### src/rtl/tt_trng_pkg.sv
`default_nettype none
// ============================================================================
//  Module   : tt_trng_pkg
//  Purpose  : Shared constants and types for the TRNG debias / key-capture
//             slice (default nibble width, default repetition limit, and the
//             von Neumann pair-state encoding).
//  Revision : 1.0  initial release
// ============================================================================
package tt_trng_pkg;

    localparam int unsigned TT_NIB_W         = 4;
    localparam int unsigned TT_RCT_LIMIT_DEF = 8;

    typedef enum logic {
        PAIR_EMPTY = 1'b0,
        PAIR_HELD  = 1'b1
    } pair_state_t;

endpackage
`default_nettype wire

### src/rtl/tt_rct_check.sv
`default_nettype none
// ============================================================================
//  Module   : tt_rct_check
//  Purpose  : Repetition-count health test on the raw TRNG bit. Counts runs
//             of identical bit_in values on bit_en cycles and raises a sticky
//             fail flag one cycle after the run length reaches RCT_LIMIT.
//  Ports    : clk, rst        clock / synchronous active-high reset
//             bit_in, bit_en  raw bit and its consume strobe
//             health_fail     sticky fail flag (cleared only by rst)
//  Revision : 1.0  initial release
// ============================================================================
module tt_rct_check
    import tt_trng_pkg::*;
#(
    parameter int unsigned RCT_LIMIT = TT_RCT_LIMIT_DEF
) (
    input  logic clk,
    input  logic rst,
    input  logic bit_in,
    input  logic bit_en,
    output logic health_fail
);

    localparam logic [7:0] c_limit = 8'(RCT_LIMIT);

    logic [7:0] r_run_q,  w_run_d;
    logic       r_last_q, w_last_d;
    logic       r_fail_q, w_fail_d;

    always_comb begin
        w_run_d  = r_run_q;
        w_last_d = r_last_q;
        // The flag follows the registered run length, so it lands one cycle
        // after the run reaches the limit.
        w_fail_d = r_fail_q | (r_run_q == c_limit);
        if (bit_en) begin
            w_last_d = bit_in;
            // A zero run means no previous bit since reset.
            if ((r_run_q == 8'd0) || (bit_in != r_last_q)) begin
                w_run_d = 8'd1;
            end else if (r_run_q != c_limit) begin
                w_run_d = r_run_q + 8'd1;
            end
        end
    end

    always_ff @(posedge clk) begin
        if (rst) begin
            r_run_q  <= 8'd0;
            r_last_q <= 1'b0;
            r_fail_q <= 1'b0;
        end else begin
            r_run_q  <= w_run_d;
            r_last_q <= w_last_d;
            r_fail_q <= w_fail_d;
        end
    end

    assign health_fail = r_fail_q;

endmodule
`default_nettype wire

### src/rtl/tt_debias_pack.sv
`default_nettype none
// ============================================================================
//  Module   : tt_debias_pack
//  Purpose  : von Neumann corrector on the raw TRNG bit, packing corrected
//             bits into an NIB_W-bit sliding window, and capturing one fresh
//             nibble on each rising edge of the sample button.
//  Macro    : TT_DEBIAS_RCT_EN - when defined, a repetition-count health test
//             (tt_rct_check) blocks captures once the raw source sticks;
//             when undefined, health_fail is tied 0.
//  Ports    : clk, rst       clock / synchronous active-high reset
//             bit_in, bit_en raw random bit and its consume strobe
//             sample         capture request (rising edge acts)
//             nibble_out     last captured key
//             nibble_valid   nibble_out holds a capture (sticky)
//             nibble_ready   NIB_W fresh corrected bits available
//             cap_pulse      one-cycle capture strobe
//             health_fail    repetition test tripped (sticky)
//  Revision : 1.0  initial release
// ============================================================================
module tt_debias_pack
    import tt_trng_pkg::*;
#(
    parameter int unsigned NIB_W     = TT_NIB_W,
    parameter int unsigned RCT_LIMIT = TT_RCT_LIMIT_DEF
) (
    input  logic             clk,
    input  logic             rst,
    input  logic             bit_in,
    input  logic             bit_en,
    input  logic             sample,
    output logic [NIB_W-1:0] nibble_out,
    output logic             nibble_valid,
    output logic             nibble_ready,
    output logic             cap_pulse,
    output logic             health_fail
);

    localparam int unsigned        c_cnt_w    = $clog2(NIB_W + 1);
    localparam logic [c_cnt_w-1:0] c_cnt_full = c_cnt_w'(NIB_W);
    localparam logic [c_cnt_w-1:0] c_cnt_one  = c_cnt_w'(1);

    generate
        if ((RCT_LIMIT < 2) || (RCT_LIMIT > 255)) begin : g_bad_rct_limit
            $error("tt_debias_pack: RCT_LIMIT must be in 2..255");
        end
        if (NIB_W < 2) begin : g_bad_nib_w
            $error("tt_debias_pack: NIB_W must be at least 2");
        end
    endgenerate

    pair_state_t        r_pair_q,   w_pair_d;
    logic               r_a_q,      w_a_d;
    logic [NIB_W-1:0]   r_shreg_q,  w_shreg_d;
    logic [c_cnt_w-1:0] r_count_q,  w_count_d;
    logic               r_ready_q,  w_ready_d;
    logic               r_sample_q;
    logic [NIB_W-1:0]   r_nibble_q, w_nibble_d;
    logic               r_valid_q,  w_valid_d;
    logic               r_cap_q;

    logic               w_emit;
    logic               w_edge;
    logic               w_capture;
    logic               w_health_fail;
    logic [c_cnt_w-1:0] w_count_base;

    // Pair FSM: the corrected bit is always the first bit of an unequal pair.
    always_comb begin
        w_pair_d = r_pair_q;
        w_a_d    = r_a_q;
        w_emit   = 1'b0;
        if (bit_en) begin
            if (r_pair_q == PAIR_EMPTY) begin
                w_a_d    = bit_in;
                w_pair_d = PAIR_HELD;
            end else begin
                w_emit   = r_a_q ^ bit_in;
                w_pair_d = PAIR_EMPTY;
            end
        end
    end

    assign w_edge    = sample & ~r_sample_q;
    assign w_capture = w_edge & r_ready_q & ~w_health_fail;

    // Packer and capture. A capture takes the pre-emit window; a bit emitted
    // in the same cycle still shifts in and counts as the first fresh bit.
    always_comb begin
        w_shreg_d    = r_shreg_q;
        w_count_base = w_capture ? '0 : r_count_q;
        w_count_d    = w_count_base;
        if (w_emit) begin
            w_shreg_d = {r_shreg_q[NIB_W-2:0], r_a_q};
            if (w_count_base != c_cnt_full) begin
                w_count_d = w_count_base + c_cnt_one;
            end
        end
        w_ready_d  = (w_count_d == c_cnt_full);
        w_nibble_d = w_capture ? r_shreg_q : r_nibble_q;
        w_valid_d  = r_valid_q | w_capture;
    end

    always_ff @(posedge clk) begin
        if (rst) begin
            r_pair_q   <= PAIR_EMPTY;
            r_a_q      <= 1'b0;
            r_shreg_q  <= '0;
            r_count_q  <= '0;
            r_ready_q  <= 1'b0;
            r_sample_q <= 1'b0;
            r_nibble_q <= '0;
            r_valid_q  <= 1'b0;
            r_cap_q    <= 1'b0;
        end else begin
            r_pair_q   <= w_pair_d;
            r_a_q      <= w_a_d;
            r_shreg_q  <= w_shreg_d;
            r_count_q  <= w_count_d;
            r_ready_q  <= w_ready_d;
            r_sample_q <= sample;
            r_nibble_q <= w_nibble_d;
            r_valid_q  <= w_valid_d;
            r_cap_q    <= w_capture;
        end
    end

`ifdef TT_DEBIAS_RCT_EN
    tt_rct_check #(
        .RCT_LIMIT   (RCT_LIMIT)
    ) u_rct_check (
        .clk         (clk),
        .rst         (rst),
        .bit_in      (bit_in),
        .bit_en      (bit_en),
        .health_fail (w_health_fail)
    );
`else
    assign w_health_fail = 1'b0;
`endif

    assign nibble_out   = r_nibble_q;
    assign nibble_valid = r_valid_q;
    assign nibble_ready = r_ready_q;
    assign cap_pulse    = r_cap_q;
    assign health_fail  = w_health_fail;

endmodule
`default_nettype wire
### config.mk
export PLATFORM = sky130hd
export DESIGN_NAME = tt_debias_pack
export DESIGN_NICKNAME = d
export VERILOG_FILES = /design/src/rtl/tt_trng_pkg.sv /design/src/rtl/tt_rct_check.sv /design/src/rtl/tt_debias_pack.sv
export SDC_FILE = /design/constraint.sdc
export NUM_CORES = 1
export LEC_CHECK = 0
export ABC_AREA = 0
export CORE_ASPECT_RATIO = 0.6
export CORE_MARGIN = 4
export CORE_UTILIZATION = 33
export DETAILED_ROUTE_END_ITERATION = 7
export GPL_TIMING_DRIVEN = 0
export HOLD_SLACK_MARGIN = 0.06
export PLACE_DENSITY = 0.57
export SYNTH_ARGS = -nofsm -noshare
export SYNTH_HDL_FRONTEND = slang
export SYNTH_SLANG_ARGS = --single-unit
### constraint.sdc
create_clock -name clk -period 1.83 [get_ports clk]
set_input_delay 0.4575 -clock clk [delete_from_list [all_inputs] [get_ports clk]]
set_output_delay 0.4575 -clock clk [all_outputs]
set_load 0.1 [all_outputs]
* Word level (Yosys, flattened, before mapping)
Cells that the tools add are included.
Cells by class: bitwise operators 6, add/sub/neg operators 1, eq/ne operators 2, reduce and logical (&&, ||, !) cells 1, multiplexer cells 6
Operator list (number):
- 3-bit 2-to-1 mux | 3
- 3-bit by 1-bit adder with 3-bit output, second input constant | 1
- 3-bit == test, second input constant | 1
- 1-bit 2-to-1 mux | 3
- 3-bit inequality test, second input constant | 1
- 1-bit AND | 2
- 1-bit inverter | 2
- 2-bit AND reduction | 1
- 1-bit bitwise OR | 1
- 1-bit XOR | 1
Storage, ports and cells: flip-flop bits (word level) 17, output and inout bits 8, input bits 5

* Logic depth before layout (Yosys ltp)
depth in word-level cells 8, mapped depth 9, gate-level depth less buffers 8

* Worst setup path before layout
OpenSTA, ideal clock, no wires.
path type register to register, start reg r_ready_q (netlist: nibble_ready), end reg r_ready_q (netlist: nibble_ready), library setup time 79 ps, data required time 1751 ps, path buffers 1, period minus slack after synthesis 2425 ps, data arrival time 2346 ps, path slack -595 ps, cell stages (with the launch flop) 8, cell sequence dfxtp_1 > nand3b_1 > buf_2 > and2_1 > ha_1 > nor3b_1 > o211ai_2 > a211oi_2
Between the ends: longest elaborated chain between the ends 6, elaborated cells on any way between the ends 7, classes of those cells add/sub (1); eq/ne (2); mux (3); bitwise (1)
RTL lines:
- start: declaration | RTL line tt_debias_pack.sv:55 | logic r_ready_q, w_ready_d;
- start signal: assignment | RTL line tt_debias_pack.sv:119 | r_ready_q <= w_ready_d;
- 1-bit AND (*) | RTL line tt_debias_pack.sv:84 | assign w_capture = w_edge & r_ready_q & ~w_health_fail;
- 3-bit 2-to-1 mux (*) | RTL line tt_debias_pack.sv:90 | w_count_base = w_capture ? '0 : r_count_q;
- 3-bit by 1-bit adder with 3-bit output / 3-bit inequality test (equally long branches) | RTL line tt_debias_pack.sv:95, tt_debias_pack.sv:94
- 3-bit 2-to-1 mux | RTL line tt_debias_pack.sv:94 | if (w_count_base != c_cnt_full) begin
- 3-bit 2-to-1 mux (*) | RTL line tt_debias_pack.sv:92 | if (w_emit) begin
- 3-bit == test (*) | RTL line tt_debias_pack.sv:98 | w_ready_d = (w_count_d == c_cnt_full);
Every way passes the cells marked *; elsewhere a longest branch is shown, timed or not. A chain may end at the register's enable or synchronous reset.

* Final worst setup path
start in sample, end reg r_ready_q (netlist: nibble_ready)
Between the ends: longest elaborated chain between the ends 7, elaborated cells on any way between the ends 8, classes of those cells add/sub (1); eq/ne (2); mux (3); bitwise (2)
RTL lines:
- start: declaration | RTL line tt_debias_pack.sv:30 | input logic sample,
- 1-bit AND (*) | RTL line tt_debias_pack.sv:83 | assign w_edge = sample & ~r_sample_q;
- 1-bit AND (*) | RTL line tt_debias_pack.sv:84
- 3-bit 2-to-1 mux (*) | RTL line tt_debias_pack.sv:90
- 3-bit by 1-bit adder with 3-bit output / 3-bit inequality test (equally long branches) | RTL line tt_debias_pack.sv:95, tt_debias_pack.sv:94
- 3-bit 2-to-1 mux | RTL line tt_debias_pack.sv:94
- 3-bit 2-to-1 mux (*) | RTL line tt_debias_pack.sv:92
- 3-bit == test (*) | RTL line tt_debias_pack.sv:98
Marks and branches as above.

==> report_table.html <==
<table>
<tr><th>Metric</th><th>Value</th></tr>
<tr><th colspan="2">Outcome</th></tr>
<tr><td>Result of the run</td><td>completed</td></tr>
<tr><th colspan="2">STA</th></tr>
<tr><td>Clock Skews</td><td>around 3.7 ps</td></tr>
<tr><td>Crit share post-route</td><td>95.2%</td></tr>
<tr><td>Fin. max-slew vios</td><td>0</td></tr>
<tr><td>Accumulated negative setup slack</td><td>0 ps</td></tr>
<tr><td>Slew @ Worst Pin</td><td>551 ps</td></tr>
<tr><td>Fmax</td><td>about 570 MHz</td></tr>
<tr><td>Worst slack on hold paths</td><td>~450 ps</td></tr>
<tr><td>Slew HR</td><td>63.5%</td></tr>
<tr><td>Setup repair after global routing missed its margin</td><td>no</td></tr>
<tr><td>Final worst path period need</td><td>1740 ps</td></tr>
<tr><td>Setup-failing EPs final</td><td>0</td></tr>
<tr><td>Hold Violations, Final</td><td>0</td></tr>
<tr><th colspan="2">Placement</th></tr>
<tr><td>RePlAce Congestion</td><td>0.715</td></tr>
<tr><td>Port Buffers</td><td>10</td></tr>
<tr><td>HPWL reported at the end of detailed placement</td><td>1120 um</td></tr>
<tr><th colspan="2">Synthesis</th></tr>
<tr><td>Top-area cell type share of the netlist area</td><td>around 47%</td></tr>
<tr><td>Post-synth cell types</td><td>24</td></tr>
<tr><td>Syn Nets</td><td>94</td></tr>
<tr><td>Number of instances in the synthesized netlist</td><td>87</td></tr>
<tr><td>Async S/R FF share, synth</td><td>0%</td></tr>
<tr><td>Most numerous cell in the Yosys netlist</td><td>sky130_fd_sc_hd__nand2_1</td></tr>
<tr><td>Cell type contributing the most total cell area after synthesis</td><td>sky130_fd_sc_hd__dfxtp_1</td></tr>
<tr><td>Flip-flop and latch count after synthesis</td><td>17</td></tr>
<tr><td>Post-Synthesis Mean Instance Area</td><td>8.34 um^2</td></tr>
<tr><td>Synthesized cell area</td><td>726 um^2</td></tr>
<tr><td>Sequential element share of the synthesized area</td><td>46.9%</td></tr>
<tr><td>Synth top area cells</td><td>sky130_fd_sc_hd__dfxtp_1 47%, sky130_fd_sc_hd__nand2_1 11%, sky130_fd_sc_hd__a21oi_1 6.9%</td></tr>
<tr><td>Dominant register cell in the synthesized netlist</td><td>sky130_fd_sc_hd__dfxtp_1</td></tr>
<tr><td>Top cell types by occurrence after synthesis</td><td>22 x sky130_fd_sc_hd__nand2_1, 17 x sky130_fd_sc_hd__dfxtp_1, 10 x sky130_fd_sc_hd__a21oi_1</td></tr>
<tr><td>Count of flip-flops with a built-in enable after synthesis</td><td>0</td></tr>
<tr><td>YS warnings</td><td>0</td></tr>
<tr><th colspan="2">Floorplanning</th></tr>
<tr><td>Number of rows in the core area</td><td>12</td></tr>
<tr><td>DIE HEIGHT</td><td>around 44 um</td></tr>
<tr><td>Die outline width</td><td>a little under 70 um</td></tr>
<tr><td>Number of ports placed on the die boundary</td><td>13</td></tr>
<tr><td>Core outline area</td><td>1970 um^2</td></tr>
<tr><td>Full die area</td><td>between 3000 and 4000 um^2</td></tr>
<tr><td>Initial cell density of the core</td><td>36.9%</td></tr>
<tr><th colspan="2">Cells and area</th></tr>
<tr><td>Number of fillers in the final layout</td><td>209</td></tr>
<tr><td># nets final</td><td>111</td></tr>
<tr><td>Area of combinational cells with multiple inputs</td><td>395 um^2</td></tr>
<tr><td>Area growth from synthesis to final layout</td><td>36.0%</td></tr>
<tr><td>Area taken by flip-flops and latches</td><td>344 um^2</td></tr>
<tr><td>Ant diodes</td><td>0</td></tr>
<tr><td>Ratio of cells with drive above 1 in the final layout</td><td>26.2%</td></tr>
<tr><th colspan="2">Clock tree</th></tr>
<tr><td>Clock Latency Late Sink</td><td>250 ps</td></tr>
<tr><td>Clock tree root buffer cell</td><td>sky130_fd_sc_hd__clkbuf_8</td></tr>
<tr><td>Clock-pin slew on the worst setup and hold paths</td><td>60 ps</td></tr>
<tr><td>TritonCTS buffer count</td><td>3</td></tr>
<tr><td>Sink count of the clock tree</td><td>17</td></tr>
<tr><td>CTS H-tree depth</td><td>1</td></tr>
<tr><td>Hold-fix buffer count after cts</td><td>0</td></tr>
<tr><td>Maximum root-to-sink buffer count</td><td>2</td></tr>
<tr><td>CTS tree</td><td>yes</td></tr>
<tr><th colspan="2">GRT</th></tr>
<tr><td>Via count of the first global-routing pass</td><td>around 580</td></tr>
<tr><td>Most heavily used metal layer in global routing</td><td>met1</td></tr>
<tr><td>Pin count of the biggest net entering global routing</td><td>11</td></tr>
<tr><td>Met1 routing resource usage after global routing</td><td>17.7%</td></tr>
<tr><td>GRT met3 Usage</td><td>about 4.6%</td></tr>
<tr><td>Overflow after GRT</td><td>0</td></tr>
<tr><td>Global-route wire length before repair</td><td>2720 um</td></tr>
<tr><td>All-Layer GR Usage</td><td>12.4%</td></tr>
<tr><td>Antenna violations before repair</td><td>0</td></tr>
<tr><td>Met2 track demand over resource</td><td>16.7%</td></tr>
<tr><th colspan="2">Critical path</th></tr>
<tr><td>R2r worst-path depth</td><td>9</td></tr>
<tr><td>Critical Path Fanout Max</td><td>4</td></tr>
<tr><td>Req. time, crit path</td><td>roughly 2000 ps</td></tr>
<tr><td>Worst Setup Path Type</td><td>input pin to register</td></tr>
<tr><td>Critical Path AT</td><td>about 1900 ps</td></tr>
<tr><td>Launching element type of the critical path</td><td>input pin</td></tr>
<tr><td>Sort of element at the end of the critical path</td><td>register</td></tr>
<tr><th colspan="2">Pwr</th></tr>
<tr><td>Cell Pwr Density</td><td>732 nW/um^2</td></tr>
<tr><td>Peak VDD IR</td><td>0.380 mV</td></tr>
<tr><td>Leakage power</td><td>0.000353 uW</td></tr>
<tr><th colspan="2">Route</th></tr>
<tr><td>DRC violations left</td><td>0</td></tr>
<tr><td>First-pass detailed-route iteration total</td><td>4</td></tr>
<tr><td>Vias/cell</td><td>4.48</td></tr>
<tr><td>Violation count after the first detailed-routing iteration</td><td>31</td></tr>
<tr><td>Number of nets with antenna violations after routing</td><td>0</td></tr>
<tr><td>Total wire length</td><td>1550 um</td></tr>
<tr><td>Via Count</td><td>587</td></tr>
<tr><td>Average wire per cell in the routed design</td><td>around 12 um</td></tr>
<tr><th colspan="2">Flow run</th></tr>
<tr><td>Maximum Capacitance Violations</td><td>0</td></tr>
<tr><th colspan="2">Min path</th></tr>
<tr><td>Number of instances on the worst hold path</td><td>2</td></tr>
<tr><td>Worst hold-check path type</td><td>register to register</td></tr>
</table>
[per-layer routing]
| layer | vias up | wire length, um |
|---|---|---|
| met5 | - | 0 |
| met4 | 0 | 12 |
| met3 | 2 | 93 |
| met2 | 14 | 614 |
| met1 | 256 | 833 |
| li1 | 315 | - |
[state kept, by name, summed over array words and instances, names as in the netlist]
name,cells
cap_pulse,1
nibble_out,4
nibble_ready,1
nibble_valid,1
r_a_q,1
r_count_q,3
r_pair_q,1
r_sample_q,1
r_shreg_q,4
[through the flow]
| stage | total power (uW) | utilization, % | setup slack, ps | instances | area [um^2] |
|---|---|---|---|---|---|
| final | 722 | 50.2 | 87.0 | 131 | 987 |
| after floorplan | 435 | - | 11.5 | 87 | 776 |
| after global placement | 452 | 46.3 | -485 | 125 | 911 |
| after global routing | 763 | 50.2 | 23.7 | 131 | 987 |
| after detailed placement | 453 | 46.3 | -493 | 125 | 911 |
| after CTS | 735 | 50.2 | 101 | 131 | 987 |
[where the power goes]
| group | switching, uW | total [uW] | internal (uW) |
|---|---|---|---|
| Sequential | 6.00 | 381 | 375 |
| Clock | 123 | 277 | 154 |
| Combinational | 37.7 | 63.6 | 25.9 |
[placed cells by master, fill, tap and decap left out, drive strengths merged]
cell type,synthesis,final
xnor2,1,1
inv,2,2
nand3b,1,1
a21oi,10,10
nor2b,2,2
and2,4,4
dlygate4sd2,0,1
nor2,8,8
a41o,1,1
o21ai,3,3
clkdlybuf4s50,0,2
a32oi,1,1
and2b,1,1
nand2,22,22
ha,2,2
nor3b,2,2
o211ai,1,1
xor2,1,1
dfxtp,17,17
clkdlybuf4s15,0,7
a211oi,1,1
mux2i,1,1
buf,3,5
clkbuf,2,6
conb,1,1
[worst max-delay path, cell delays in order]
cell                            delay, ps
sky130_fd_sc_hd__dlygate4sd2_1        230
sky130_fd_sc_hd__nand3b_1             110
sky130_fd_sc_hd__buf_6                150
sky130_fd_sc_hd__and2_4               170
sky130_fd_sc_hd__inv_2                 60
sky130_fd_sc_hd__ha_4                 110
sky130_fd_sc_hd__and2_4               150
sky130_fd_sc_hd__nor3b_4              180
sky130_fd_sc_hd__o211ai_2             110
sky130_fd_sc_hd__a211oi_2             180
[timing repair]
| item | in CTS | in global routing |
|---|---|---|
| gates resized for setup | 24 | 0 |
| endpoints found under the setup margin | 10 | 0 |
| setup buffers | 2 | 0 |
[kinds of logic (layout without fill, tap and decap cells)]
logic type,count (synthesis),count (layout),synth area share (%)
AND/OR/NAND/NOR,40,40,25.0
AO/OA/AOI/OAI,17,17,15.0
flip-flops,17,17,46.9
buffers and inverters,7,23,5.35
adder cells (fa/ha/maj),2,2,3.45
XOR/XNOR,2,2,2.41
other,1,1,0.517
multiplexers,1,1,1.38
[layout make-up]
class	instances	share of cell area (%)
clock buffer	4	4.56
timing repair buffer	12	12.4
tap	28	3.55
buffer	5	3.80
inverter	2	0.760
multi-input combinational	63	40.1
sequential	17	34.9
[worst paths after layout]
path                                                 start                          to  slack, ps
worst max-delay path                                sample     nibble_ready$_SDFF_PP0_         90
worst min-delay path            nibble_out[0]$_SDFFE_PP0P_  nibble_out[0]$_SDFFE_PP0P_        450
worst max register to register       r_sample_q$_SDFF_PP0_     nibble_ready$_SDFF_PP0_        150
worst min register to register  nibble_out[0]$_SDFFE_PP0P_  nibble_out[0]$_SDFFE_PP0P_        450
No activity file was read; power rests on OpenSTA's default activity.
==> variant 1: new RTL, same flow settings <==
Build with the macro `TT_DEBIAS_RCT_EN` defined.
--- a/src/rtl/tt_debias_pack.sv
+++ b/src/rtl/tt_debias_pack.sv
@@ -18,4 +18,6 @@
 //  Revision : 1.0  initial release
 // ============================================================================
+`define TT_DEBIAS_RCT_EN
+
 module tt_debias_pack
     import tt_trng_pkg::*;
Function: changed (Yosys sat finds a counterexample within 10 cycles, from zero or initial values and one cycle with rst high).
==> variant 1 against the unedited design <==
Core utilization fell by 6.5 points. Total power rose by 43%. Register-to-register slack got worse by 0.02 ns. Worst setup slack got worse by 0.022 ns. Critical path depth did not move. Sequential power rose by 59%. Routed wire length rose by 64%. Final cell count rose by 53%. Non-clock buffer count did not move. Synthesized area rose by 70%. Worst hold slack improved by 0.0030 ns. Sequential cell count rose by 10. Cell area rose by 52%.
==> variant 1: results (changes against the unedited design) <==
| Metric | Value |
|---|---|
| Status | `completed` |
| Post-synthesis adder-cell area fraction | `4.06% (+0.61 points)` |
| Clock Skews | `0.00346 ns (-0.000231 ns)` |
| Critical path peak fanout | `4 (unchanged)` |
| Ys Warns | `0 (unchanged)` |
| Synth top area cells | `dfxtp_1 (44%), nand2_1 (8.5%), a21oi_1 (4.9%)` |
| RePlAce Congestion | `0.774 (+8.2%)` |
| # Post-CTS Setup Buffers | `1 (-1)` |
| Nets@finish | `166 (+50%)` |
| Placed Area | `1420 um^2 (+55%)` |
| Leakage | `0.556 nW (+58%)` |
| CTS Buf Count | `3 (unchanged)` |
| M1 GR Usage | `16.8% (-0.91 points)` |
| Pre-CTS setup slack | `-0.500 ns (-0.00700 ns)` |
| Synth Area in XOR/XNOR | `5.68% (+3.3 points)` |
| Slew @ Worst Pin | `0.553 ns (+0.00211 ns)` |
| Post-synthesis mux area share | `1.62% (+0.24 points)` |
| Gr usage total | `11.6% (-0.86 points)` |
| PostCTS Resize Cnt | `29 (+21%)` |
| Largest net degree at the start of global routing | `16 (+5)` |
| Clock slew at the register clock pins of the worst setup and hold paths | `0.09 ns (+0.03 ns)` |
| Share of cells above drive strength 1 | `19.9% (-6.3 points)` |
| Iteration-0 DRC Markers | `68 (+120%)` |
| Routing usage on met3 | `4.46% (-0.11 points)` |
| Via Count | `1007 (+72%)` |
| Synthesized Nets | `149 (+59%)` |
| IO Port Bufs | `11 (+1)` |
| Post-synth top cells | `nand2_1 (28), dfxtp_1 (27), nor2_1 (15)` |
| Filler cells | `342 (+64%)` |
| DRT Wirelength | `2.55 mm (+64%)` |
| Slowest cell delay on critical path | `0.26 ns (+0.03 ns)` |
| First-pass GRT wire length | `4.57 mm (+68%)` |
| Dpl hpwl | `1.92 mm (+71%)` |
| PwrDens | `690 nW/um^2 (-5.7%)` |
| Cell variety after synth | `33 (+38%)` |
| Grt met2 use | `16.4% (-0.27 points)` |
| Compound-Gate Fraction of Synth Area | `14.7% (-0.29 points)` |
| Register area share after synthesis | `43.8% (-3.1 points)` |
| Worst EP arrival | `1.93 ns (+0.02 ns)` |
| Vias in the first global route | `944 (+62%)` |
| Peak supply drop | `0.334 mV (-12%)` |
variant 1: cell types whose count changed after synthesis, moves of 2 or more:
cell,delta
a21oi_1,+2
a41oi_1,+2
and2_4,+2
and3_1,+2
dfxtp_1,+10
ha_1,+2
inv_1,+3
nand2_1,+6
nand4_1,+3
nor2_1,+7
o21ai_1,+2
xor2_1,+5
variant 1: final timing paths:
kind	slack (ns)	cells past startpoint	end	from
worst max register to register	0.13	9	nibble_ready	u_rct_check.health_fail
worst min register to register	0.46	2	nibble_out[2]	nibble_out[2]
worst min-delay path	0.46	2	nibble_out[2]	nibble_out[2]
worst max-delay path	0.06	10	nibble_ready	sample
variant 1: cell type report:
type	count	area share, %
Buffer	5	2.84
Multi-Input combinational cell	102	43.7
Sequential cell	27	36.6
Clock buffer	3	2.76
Inverter	6	1.51
Timing Repair Buffer	12	8.44
Clock inverter	1	0.334
Tap cell	45	3.76
variant 1: metal layers:
layer  part of all wire [%]  wire length [um]  vias up
li1                       -                 -      505
met1                     54              1370      478
met2                     40              1010       22
met3                    6.4               164        2
met4                   0.31                 8        0
met5                      0                 0        -
variant 1: power by group:
| part | leakage, nW | total [mW] | switching, mW | internal (mW) |
|---|---|---|---|---|
| clock network | 0.0255 | 0.334 | 0.181 | 0.152 |
| registers | 0.220 | 0.605 | 0.0100 | 0.595 |
| logic | 0.310 | 0.0946 | 0.0543 | 0.0402 |
variant 1: metrics by stage:
stage	cells	setup TNS [ns]
finish	201	0
global route	201	-0.0618
CTS	201	0
detailed placement	196	-4.79
global placement	196	-4.24
floorplan	140	0
variant 1: worst min-delay path: cells and delay by family (launching register included):
kind               cells  cell delay (ns)
AOI/OAI and AO/OA      1             0.05
DFF                    1             0.32
and+or+nand+nor        1             0.05
==> variant 2: new RTL, same settings <==
Without the edit above. Take the reset off `r_shreg_q` and load it in a clocked block of its own.
--- a/src/rtl/tt_debias_pack.sv
+++ b/src/rtl/tt_debias_pack.sv
@@ -105,5 +105,4 @@
             r_pair_q   <= PAIR_EMPTY;
             r_a_q      <= 1'b0;
-            r_shreg_q  <= '0;
             r_count_q  <= '0;
             r_ready_q  <= 1'b0;
@@ -115,5 +114,4 @@
             r_pair_q   <= w_pair_d;
             r_a_q      <= w_a_d;
-            r_shreg_q  <= w_shreg_d;
             r_count_q  <= w_count_d;
             r_ready_q  <= w_ready_d;
@@ -123,4 +121,8 @@
             r_cap_q    <= w_capture;
         end
+    end
+
+    always_ff @(posedge clk) begin
+        r_shreg_q <= w_shreg_d;
     end
 
Formal check against the unedited RTL: no difference found for any inputs over 10 cycles, from zero or initial values and one cycle with rst high; that may be too few to reach the edited logic, so the function may still have changed.
==> variant 2 against the unedited design <==
Non-clock buffer count increased by 1. Synthesized area is 3.6% lower. Global-route usage is 1.1 points lower. Total power decreased by 8.7%. Worst setup slack got worse by 0.0097 ns. Critical path depth stayed put. Sequential cell count did not move. First-iteration DRC count fell by 61%. Routed wire length decreased by 13%. Register-to-register slack lost 0.04 ns. Cell area fell by 2.7%. Die area shrank 3.1%. Largest power group unchanged.
==> variant 2: results (changes against the unedited design) <==
| Metric | Value |
|---|---|
| DIE WIDTH | `67.4 um (-1.6%)` |
| Routing usage on met3 | `6.22% (+1.6 points)` |
| Peak supply drop | `0.367 mV (-3.4%)` |
| ClkCell Share | `2.73% (-1.8 points)` |
| Leakage | `0.347 nW (-1.6%)` |
| Hold Crit Depth | `0 (-2)` |
| Placed Cells | `112 (-10%)` |
| Synth top area cells | `dfxtp_1 (37%), edfxtp_1 (17%), nand2_1 (7.0%)` |
| Non-clock inverter count | `3 (+1)` |
| Clock Skews | `0.00230 ns (-0.00140 ns)` |
| WHS Endpoint | `r_shreg_q[2]` |
| Filler cells | `201 (-3.8%)` |
| Post-synthesis adder-cell area fraction | `3.58% (+0.13 points)` |
| Placed Area | `893 um^2 (-1.9%)` |
| Seq/total area | `40.1% (+5.2 points)` |
| Grt met2 use | `13.5% (-3.2 points)` |
| Fin area | `961 um^2 (-2.7%)` |
| Switching fraction of total power | `23.8% (+0.69 points)` |
| Vias in the first global route | `492 (-15%)` |
| Worst hold start | `r_shreg_q[1]` |
| Nets@finish | `100 (-9.9%)` |
| Worst hold slack | `0.459 ns (+0.00537 ns)` |
| Slowest cell delay on critical path | `0.25 ns (+0.02 ns)` |
| Gr usage total | `11.3% (-1.1 points)` |
| Compound-Gate Fraction of Synth Area | `12.0% (-3.0 points)` |
| Worst EP arrival | `1.93 ns (+0.02 ns)` |
| Status | `completed` |
| RePlAce Congestion | `0.747 (+4.5%)` |
| Post-synth top cells | `dfxtp_1 (13), nand2_1 (13), nor2_1 (8)` |
| Register area share after synthesis | `54.4% (+7.5 points)` |
| Count of multi-input combinational gates | `50 (-21%)` |
| Signal buffers | `18 (+1)` |
| M1 WL | `733 um (-12%)` |
| Average instance area after synthesis | `9.58 um^2 (+15%)` |
| Share of cells above drive strength 1 | `31.5% (+5.3 points)` |
| DR WL met2 | `517 um (-16%)` |
## variant 2: kinds of logic after synthesis
kind of cell               after synthesis
adders and majority gates                2
and+or+nand+nor                         31
xor gates and xnor gates                 2
other                                    1
muxes                                    1
AOI/OAI and AO/OA                       13
DFF                                     17
buffers and inverters                    6
## variant 2: how the worst max path moves through the flow
stage,to,slack [ns]
4_1_cts,nibble_ready,0.05
3_5_place_dp,nibble_ready,-0.53
6_report,nibble_ready,0.08
2_1_floorplan,nibble_ready,0.01
5_1_grt,nibble_ready,-0.01
3_3_place_gp,nibble_ready,-0.51
## variant 2: power groups by stage
stage	clock network, mW	registers, mW	logic (mW)
final	0.199	0.398	0.0629
after global routing	0.224	0.399	0.0690
after CTS	0.209	0.397	0.0611
after detailed placement	0	0.406	0.0617
after global placement	0	0.406	0.0616
after floorplan	0	0.405	0.0433
## variant 2: timing repair
| action | CTS | global route |
|---|---|---|
| pin swaps | 3 | 3 |
| setup endpoints to repair | 9 | 1 |
| resized for setup | 22 | 2 |
| buffers inserted | 2 | 2 |
